File: config.mk
export PLATFORM = sky130hd
export DESIGN_NAME = rc_envelope_vca
export DESIGN_NICKNAME = d
export VERILOG_FILES = /design/src/rtl/rc_envelope_vca.sv
export SDC_FILE = /design/constraint.sdc
export NUM_CORES = 1
export LEC_CHECK = 0
export BUFFER_PORTS_ARGS = -buffer_cell sky130_fd_sc_hd__buf_2
export CORE_MARGIN = 5
export CORE_UTILIZATION = 65
export DETAILED_ROUTE_END_ITERATION = 6
export PLACE_DENSITY = 0.85
export SLEW_MARGIN = 20
export SYNTH_ARGS = -nofsm -noshare
export SYNTH_HDL_FRONTEND = slang
export SYNTH_SLANG_ARGS = --single-unit
File: constraint.sdc
create_clock -name clk -period 14.98 [get_ports clk]
set_input_delay 0.749 -clock clk [delete_from_list [all_inputs] [get_ports clk]]
set_output_delay 0.749 -clock clk [all_outputs]
set_load 0.05 [all_outputs]
File: src/rtl/rc_envelope_vca.sv
// rc_envelope_vca: RC-style exponential attack/release envelope with a VCA
// stage. It sits between the square-wave oscillator and the mixer. State only
// advances on audio_clk_en strobes.
//
// Optional feature macro: RC_ENVELOPE_VCA_RETRIGGER_EN. When it is defined, a
// rising trigger edge seen in RELEASE or HOLD hard-restarts the envelope from
// zero. When it is undefined (the default), re-entry into ATTACK continues
// from the current env value.
//
// state   | meaning
// --------+-------------------------------------------------
// IDLE    | env = 0, tone gated off
// ATTACK  | env charging toward FULL (32768)
// HOLD    | env = FULL, unity gain
// RELEASE | env discharging toward 0
module rc_envelope_vca #(
  parameter int  SIGNAL_FRACTION_WIDTH = 14,
  parameter int  SAMPLE_RATE           = 48000,
  parameter real ATTACK_TAU            = 0.01,
  parameter real RELEASE_TAU           = 0.1
) (
  input  logic               clk,
  input  logic               I_RSTn,
  input  logic               audio_clk_en,
  input  logic               trigger,
  input  logic signed [15:0] in,
  output logic signed [15:0] out,
  output logic               env_active
);

  localparam logic [15:0] FULL = 16'd32768;

  // Step coefficients. They are clamped in the real domain first, so extreme
  // time constants cannot overflow the integer conversion.
  localparam real KA_RAW = 65536.0 / (SAMPLE_RATE * ATTACK_TAU);
  localparam real KR_RAW = 65536.0 / (SAMPLE_RATE * RELEASE_TAU);
  localparam real KA_CLP = (KA_RAW < 1.0) ? 1.0 : ((KA_RAW > 65535.0) ? 65535.0 : KA_RAW);
  localparam real KR_CLP = (KR_RAW < 1.0) ? 1.0 : ((KR_RAW > 65535.0) ? 65535.0 : KR_RAW);
  localparam logic [15:0] K_A = 16'($rtoi(KA_CLP + 0.5));
  localparam logic [15:0] K_R = 16'($rtoi(KR_CLP + 0.5));

  typedef enum logic [1:0] {
    IDLE    = 2'd0,
    ATTACK  = 2'd1,
    HOLD    = 2'd2,
    RELEASE = 2'd3
  } state_t;

  state_t             state_q, state_d;
  logic        [15:0] env_q, env_d;
  logic               trg_q, trg_d;
  logic signed [15:0] out_q, out_d;

  logic        [15:0] up_env;
  logic        [15:0] dn_env;
  logic signed [32:0] vca_prod;

  // One exponential step of env toward FULL (up=1) or toward 0 (up=0).
  // If the scaled step would round to zero it becomes a unit step, so env
  // always lands exactly on the target. An arithmetic shift never moves env
  // past the target because |diff*K/65536| < |diff| for K <= 65535.
  function automatic logic [15:0] env_step(input logic [15:0] env,
                                           input logic        up,
                                           input logic [15:0] k);
    logic signed [16:0] diff;
    logic signed [33:0] prod;
    logic signed [17:0] step;
    logic signed [17:0] sum;
    diff = up ? (17'sd32768 - $signed({1'b0, env})) : -$signed({1'b0, env});
    prod = $signed({{17{diff[16]}}, diff}) * $signed({18'b0, k});
    step = 18'(prod >>> 16);
    if ((diff != 17'sd0) && (step == 18'sd0)) begin
      step = diff[16] ? -18'sd1 : 18'sd1;
    end
    sum = $signed({2'b00, env}) + step;
    return 16'(sum);
  endfunction

  // Candidate envelope values for this strobe, plus the VCA product, which
  // uses the envelope value before this strobe's update.
  always_comb begin
    up_env   = env_step(env_q, 1'b1, K_A);
    dn_env   = env_step(env_q, 1'b0, K_R);
    vca_prod = $signed({{17{in[15]}}, in}) * $signed({17'b0, env_q});
  end

  // State register, envelope, trigger history and output sample.
  always_ff @(posedge clk or negedge I_RSTn) begin
    if (!I_RSTn) begin
      state_q <= IDLE;
      env_q   <= 16'd0;
      trg_q   <= 1'b0;
      out_q   <= 16'sd0;
    end else begin
      state_q <= state_d;
      env_q   <= env_d;
      trg_q   <= trg_d;
      out_q   <= out_d;
    end
  end

  // Next-state, envelope update and VCA output. All of these hold between strobes.
  always_comb begin
    state_d = state_q;
    env_d   = env_q;
    trg_d   = trg_q;
    out_d   = out_q;
    if (audio_clk_en) begin
      trg_d = trigger;
      out_d = 16'(vca_prod >>> 15);
      case (state_q)
        IDLE: begin
          env_d = 16'd0;
          if (trigger) begin
            env_d   = up_env;
            state_d = (up_env == FULL) ? HOLD : ATTACK;
          end
        end
        ATTACK: begin
          if (!trigger) begin
            state_d = RELEASE;
          end else begin
            env_d   = up_env;
            state_d = (up_env == FULL) ? HOLD : ATTACK;
          end
        end
        HOLD: begin
          env_d = FULL;
          if (!trigger) begin
            env_d   = dn_env;
            state_d = (dn_env == 16'd0) ? IDLE : RELEASE;
          end
`ifdef RC_ENVELOPE_VCA_RETRIGGER_EN
          else if (!trg_q) begin
            env_d   = 16'd0;
            state_d = ATTACK;
          end
`endif
        end
        RELEASE: begin
          if (trigger) begin
`ifdef RC_ENVELOPE_VCA_RETRIGGER_EN
            if (!trg_q) begin
              env_d   = 16'd0;
              state_d = ATTACK;
            end else begin
              env_d   = up_env;
              state_d = (up_env == FULL) ? HOLD : ATTACK;
            end
`else
            env_d   = up_env;
            state_d = (up_env == FULL) ? HOLD : ATTACK;
`endif
          end else begin
            env_d   = dn_env;
            state_d = (dn_env == 16'd0) ? IDLE : RELEASE;
          end
        end
        default: begin
          state_d = IDLE;
          env_d   = 16'd0;
        end
      endcase
    end
  end

  assign out        = out_q;
  assign env_active = (state_q != IDLE);

endmodule

# Word-level counts from Yosys, hierarchy flattened
# Cells that the tools add are included.
[totals]
regBits = 34
inputBits = 20
[classes]
n_addsub = 4
multipliers = 3
n_eq_ne = 7
muxes = 16
n_reduce_logical = 11
[op_table]
columns = ["cell", "n"]
rows = [
  ["2-to-1 mux 16 bit", 8],
  ["case mux 16 bit (4 select lines)", 1],
  ["logical NOT 18 bit", 2],
  ["nonzero test 17 bit", 2],
  ["adder 16 bit", 2],
  ["multiplier 16 x 17 -> 31 bit", 1],
  ["multiplier 17 x 9 -> 26 bit (second input constant)", 1],
  ["multiplier 17 x 4 -> 21 bit (second input constant)", 1],
  ["negation 16 -> 17 bit", 1],
  ["subtractor 16 x 16 -> 17 bit (first input constant)", 1],
  ["== test 16 bit (second input constant)", 1],
  ["logical NOT 16 bit", 1],
  ["2-to-1 mux 2 bit", 6],
  ["case mux 2 bit (4 select lines)", 1],
  ["inequality test 2 bit (second input constant)", 3],
  ["== test 2 bit (second input constant)", 2],
  ["AND reduction 3 bit", 1],
  ["== test 2 x 1 -> 1 bit (second input constant)", 1],
  ["logical AND 1 bit", 2],
  ["logical NOT 2 bit", 1],
  ["AND reduction 2 bit", 1],
  ["nonzero test 2 bit", 1],
]

# Depth between registers and ports, before layout
[depth]
word_depth = 10
ltp_mapped = 38
ltp_nobuf = 36

# Least setup slack after synthesis
# Ideal clock, no wire load.
[synth_path]
kind = "reg2reg"
from = "register env_q[1]"
to = "register state_q[1]"
arrival_time_ns = 8.637
required_ns = 14.856
setup_slack_ns = 6.219
path_stages_with_launch = 34
period_less_slack_ns = 8.761
path_cell_list = "dfrtp_1 > clkbuf_1 > clkbuf_1 > inv_1 > ha_1 > or4b_4 > or3_1 > nor2_1 > xor2_1 > inv_1 > ha_1 > inv_1 > fa_1 > inv_1 > ha_1 > a21o_1 > a21o_1 > a32o_1 > o21ai_0 > mux2i_4 > a41oi_2 > a21oi_1 > ha_1 > o21ai_0 > a211o_1 > o21ai_0 > xor2_1 > nor4_1 > or4bb_1 > or4b_2 > a211oi_1 > nand2b_1 > a21oi_1 > a211o_1"
[synth_via]
elab_chain_len = 10
word_cells_on_any_way = 25
classes_between = "add/sub (4); mul (2); eq/ne (1); mux (11); reduce/logical (7)"
[synth_lines]
columns = ["item", "line_no", "source"]
rows = [
  ["start: declaration", "50", "logic [15:0] env_q, env_d;"],
  ["start signal: assignment", "96", "env_q <= env_d;"],
  ["subtractor 16 x 16 -> 17 bit or negation 16 -> 17 bit (tied branches)", "n/a", ""],
  ["multiplier 17 x 9 -> 26 bit or multiplier 17 x 4 -> 21 bit (tied branches)", "70", "prod = $signed({{17{diff[16]}}, diff}) * $signed({18'b0, k});"],
  ["logical NOT 18 bit", "72", "if ((diff != 17'sd0) && (step == 18'sd0)) begin"],
  ["logical AND 1 bit", "72", ""],
  ["2-to-1 mux 16 bit", "72", ""],
  ["adder 16 bit", "75", "sum = $signed({2'b00, env}) + step;"],
  ["== test 16 bit or logical NOT 16 bit (tied branches)", "n/a", ""],
  ["2-to-1 mux 2 bit (on tied branches) (2 in a row)", "n/a", ""],
  ["case mux 2 bit (4 select lines) (*)", "111", "case (state_q)"],
  ["end signal: assignment", "95", "state_q <= state_d;"],
  ["end: declaration", "49", "state_t state_q, state_d;"],
]
# Every way passes the cells marked *; elsewhere a longest branch is shown, timed or not. The select of a mux whose other input is x is not followed.
# A chain may end at the register's enable or synchronous reset.

# Final worst setup path
[layout_path]
from = "register env_q[0]"
to = "register state_q[0]"
# The elaborated chain is that of the path after synthesis.

==> results.md <==
GRT
- **number of global-route vias before repair** 12600
- **total global-route track usage** 28.3%
- **grt total ovfl** 0
- **largest net degree at the start of global routing** 35
- **antenna violations before repair** 0
- **wire length of the first global-routing pass** 60.4 mm

Worst setup path
- **maximum fanout along the worst path** 23
- **WP buf/inv** 4
- **critical path class** reg -> reg
- **Required @ worst endpoint** 15.15 ns
- **CP top delay family** simple AND/OR/NAND/NOR gates
- **element type at the critical path start** flop
- **CP Capture Type** flop
- **Crit-path slowest cell** sky130_fd_sc_hd__a211oi_1
- **largest incremental delay on the critical path** 0.66 ns
- **most used cell along the critical path** sky130_fd_sc_hd__ha_1
- **Critical Path AT** 10.16 ns

CTS
- **Reg clk slew, reported paths** 0.07 ns
- **TritonCTS clock tree** done
- **sink count of the clock tree** 34
- **worst-skew pair later-pin latency** 0.30 ns
- **number of post-CTS setup repair buffers** 0
- **Hold Buf Count CTS** 0
- **Resize count post-CTS** 0
- **number of buffers created by CTS** 5
- **H-Tree Depth** 2
- **maximum number of buffers from clock root to sink** 2
- **root buffer cell** sky130_fd_sc_hd__clkbuf_16

Synthesis
- **Synth Area per Inst** 8.60 um2
- **post-synth top area share** 29.8%
- **leading area contributor after synthesis** sky130_fd_sc_hd__fa_1
- **synthesized netlist net count** 2160
- **sequential element share of the synthesized area** 5.86%
- **Cell Area, Synth** 14500 um2
- **share of synthesized flip-flops with an asynchronous set or reset** 100%
- **top area cells in the synthesized netlist** sky130_fd_sc_hd__fa_1 (30%), sky130_fd_sc_hd__ha_1 (20%), sky130_fd_sc_hd__inv_1 (8.7%), sky130_fd_sc_hd__dfrtp_1 (5.9%), sky130_fd_sc_hd__and2_1 (4.7%)
- **number of synthesis warnings** 0
- **leading register cell type out of synthesis** sky130_fd_sc_hd__dfrtp_1
- **distinct cell type count after synthesis** 71
- **Yosys reg bits** 34
- **number of instances in the synthesized netlist** 1688
- **EDFF count, synth** 0

STA
- **final hold violation count** 0
- **Least-Margin Pin Slew** 0.966 ns
- **setup repair after global routing missed its margin** no
- **headroom to the max-slew limit** 35.6%
- **Setup TNS** 0 ns
- **maximum operating frequency** 0.100 GHz
- **final period demand of the worst path** 9.99 ns
- **final setup slack of the worst path** 4.99 ns
- **clock skew** 0.0146 ns
- **Final Setup Violations** 0
- **fraction of the cycle the final worst path needs** 66.7%
- **max-slew violation count** 0

Placed design
- **Placer Congestion** 0.962
- **count of port buffers added during placement** 36
- **Detail Placement HPWL** 27.9 mm
- **worst setup slack before clock tree synthesis** 5.11 ns

Job
- **MaxCap Viol Count** 0

Die
- **die outline height** 159 um
- **Boundary Pins** 37
- **Core Region** 21900 um2
- **horizontal extent of the die** 159 um
- **die footprint** 25400 um2
- **number of core rows** 54
- **initial cell density of the core** 66.3%

Finish
- **Final Net Count** 2149
- **Fill cells** 1695
- **Reg area** 851 um2
- **area of the multi-input gates** 12100 um2
- **final antenna diode count** 0
- **area growth from synthesis to final layout** 3.65%
- **fraction of layout instances using a drive strength above 1** 5.36%

Detailed routing
- **Detail Route Antenna Nets** 0
- **Routed wire per std cell** 17.9 um
- **mean number of vias per cell** 5.94
- **starting DRC count in detailed routing** 837
- **number of remaining DRC errors** 0
- **number of search-and-repair iterations in the first detailed-routing pass** 6
- **final wirelength** 35.1 mm
- **count of vias placed by the detailed router** 11600

Hold path
- **path type of the worst min-delay path** reg -> reg

Outcome
- **status** completed

==> worst register-to-register path: cells and delay by family, from the launching register on <==
| kind | cells | cell delay (ns) |
|---|---|---|
| and+or+nand+nor | 12 | 2.78 |
| AOI/OAI and AO/OA | 10 | 2.75 |
| adders and majority gates | 7 | 2.35 |
| xor gates and xnor gates | 2 | 0.71 |
| buffers and inverters | 4 | 0.65 |
| DFF | 1 | 0.64 |
==> synthesized netlist by cell type (9+ instances only) <==
library cell and instances:
sky130_fd_sc_hd__nor2_1 56, sky130_fd_sc_hd__a21oi_1 62, sky130_fd_sc_hd__xor2_1 41, sky130_fd_sc_hd__or2_2 9, sky130_fd_sc_hd__o21ai_0 48, sky130_fd_sc_hd__o22a_1 12, sky130_fd_sc_hd__nand2b_1 16, sky130_fd_sc_hd__fa_1 216
sky130_fd_sc_hd__dfrtp_1 34, sky130_fd_sc_hd__nand3_1 18, sky130_fd_sc_hd__nor3_1 16, sky130_fd_sc_hd__and2_1 110, sky130_fd_sc_hd__or3_1 11, sky130_fd_sc_hd__a21o_1 19, sky130_fd_sc_hd__mux2_2 17, sky130_fd_sc_hd__nand4_1 9
sky130_fd_sc_hd__ha_1 236, sky130_fd_sc_hd__clkbuf_1 60, sky130_fd_sc_hd__nand2_1 178, sky130_fd_sc_hd__xnor2_1 53, sky130_fd_sc_hd__inv_1 336
==> layout by cell type (no fill, tap or decap), types with 12 or more instances in the layout <==
master	count
sky130_fd_sc_hd__nor3_1	16
sky130_fd_sc_hd__nand2b_1	16
sky130_fd_sc_hd__xnor2_1	53
sky130_fd_sc_hd__and2_1	110
sky130_fd_sc_hd__a21oi_1	62
sky130_fd_sc_hd__nand3_1	18
sky130_fd_sc_hd__nand2_1	178
sky130_fd_sc_hd__o21ai_0	48
sky130_fd_sc_hd__ha_1	236
sky130_fd_sc_hd__o22a_1	12
sky130_fd_sc_hd__fa_1	216
sky130_fd_sc_hd__buf_2	36
sky130_fd_sc_hd__nor2_1	56
sky130_fd_sc_hd__a21o_1	19
sky130_fd_sc_hd__dfrtp_1	34
sky130_fd_sc_hd__inv_1	336
sky130_fd_sc_hd__xor2_1	41
sky130_fd_sc_hd__mux2_2	17
==> registers in the layout, summed over array words and instances, names as in the netlist <==
register / count
out: 16
env_q: 16
state_q: 2
==> metrics by stage <==
stage	instances	hold WS (ns)	instance area (um2)	utilization (%)
2_1_floorplan	1688	0.453	14500	-
3_3_place_gp	1950	0.464	14900	68.0
3_5_place_dp	1950	0.472	14900	68.0
4_1_cts	1958	0.489	15000	68.7
5_1_grt	1958	0.510	15000	68.7
6_report	1958	0.492	15000	68.7
==> metal layers <==
metal / track usage (%) / part of all wire (%) / wire [um]
met5: 0 / 0 / 0
met2: 48.5 / 49 / 17200
met1: 37.4 / 41 / 14400
met3: 3.83 / 7.0 / 2470
met4: 9.00 / 3.0 / 1040
==> final cells by class <==
| cell class | instances | area share [%] |
|---|---|---|
| clock buffers | 5 | 0.832 |
| clock inverters | 3 | 0.299 |
| inverters | 338 | 8.43 |
| multi-input cells | 1251 | 80.7 |
| flip-flops and latches | 34 | 5.65 |
| well taps | 280 | 2.33 |
| repair buffers | 47 | 1.75 |
==> logic make-up (layout without fill, tap and decap cells) <==
family	after synthesis	in the layout	share of synthesized area [%]
and+or+nand+nor	463	463	16.2
adders and majority gates	452	452	50.1
buffers and inverters	403	393	10.5
AOI/OAI and AO/OA	221	221	9.96
xor gates and xnor gates	94	94	5.67
DFF	34	34	5.86
muxes	21	21	1.72
==> final timing paths <==
check,endpoint,from,slack (ns),cells past startpoint
max,state_q[0],env_q[0],4.99,35
min,out[9],out[9],0.49,2
max reg2reg,state_q[0],env_q[0],4.99,35
min reg2reg,out[9],out[9],0.49,2
max in group asynchronous,env_q[6],I_RSTn,13.89,1
min in group asynchronous,out[4],I_RSTn,0.54,1
Power is not shown: default switching activity piles up to over one toggle a cycle in this logic, so the estimate is an artifact.
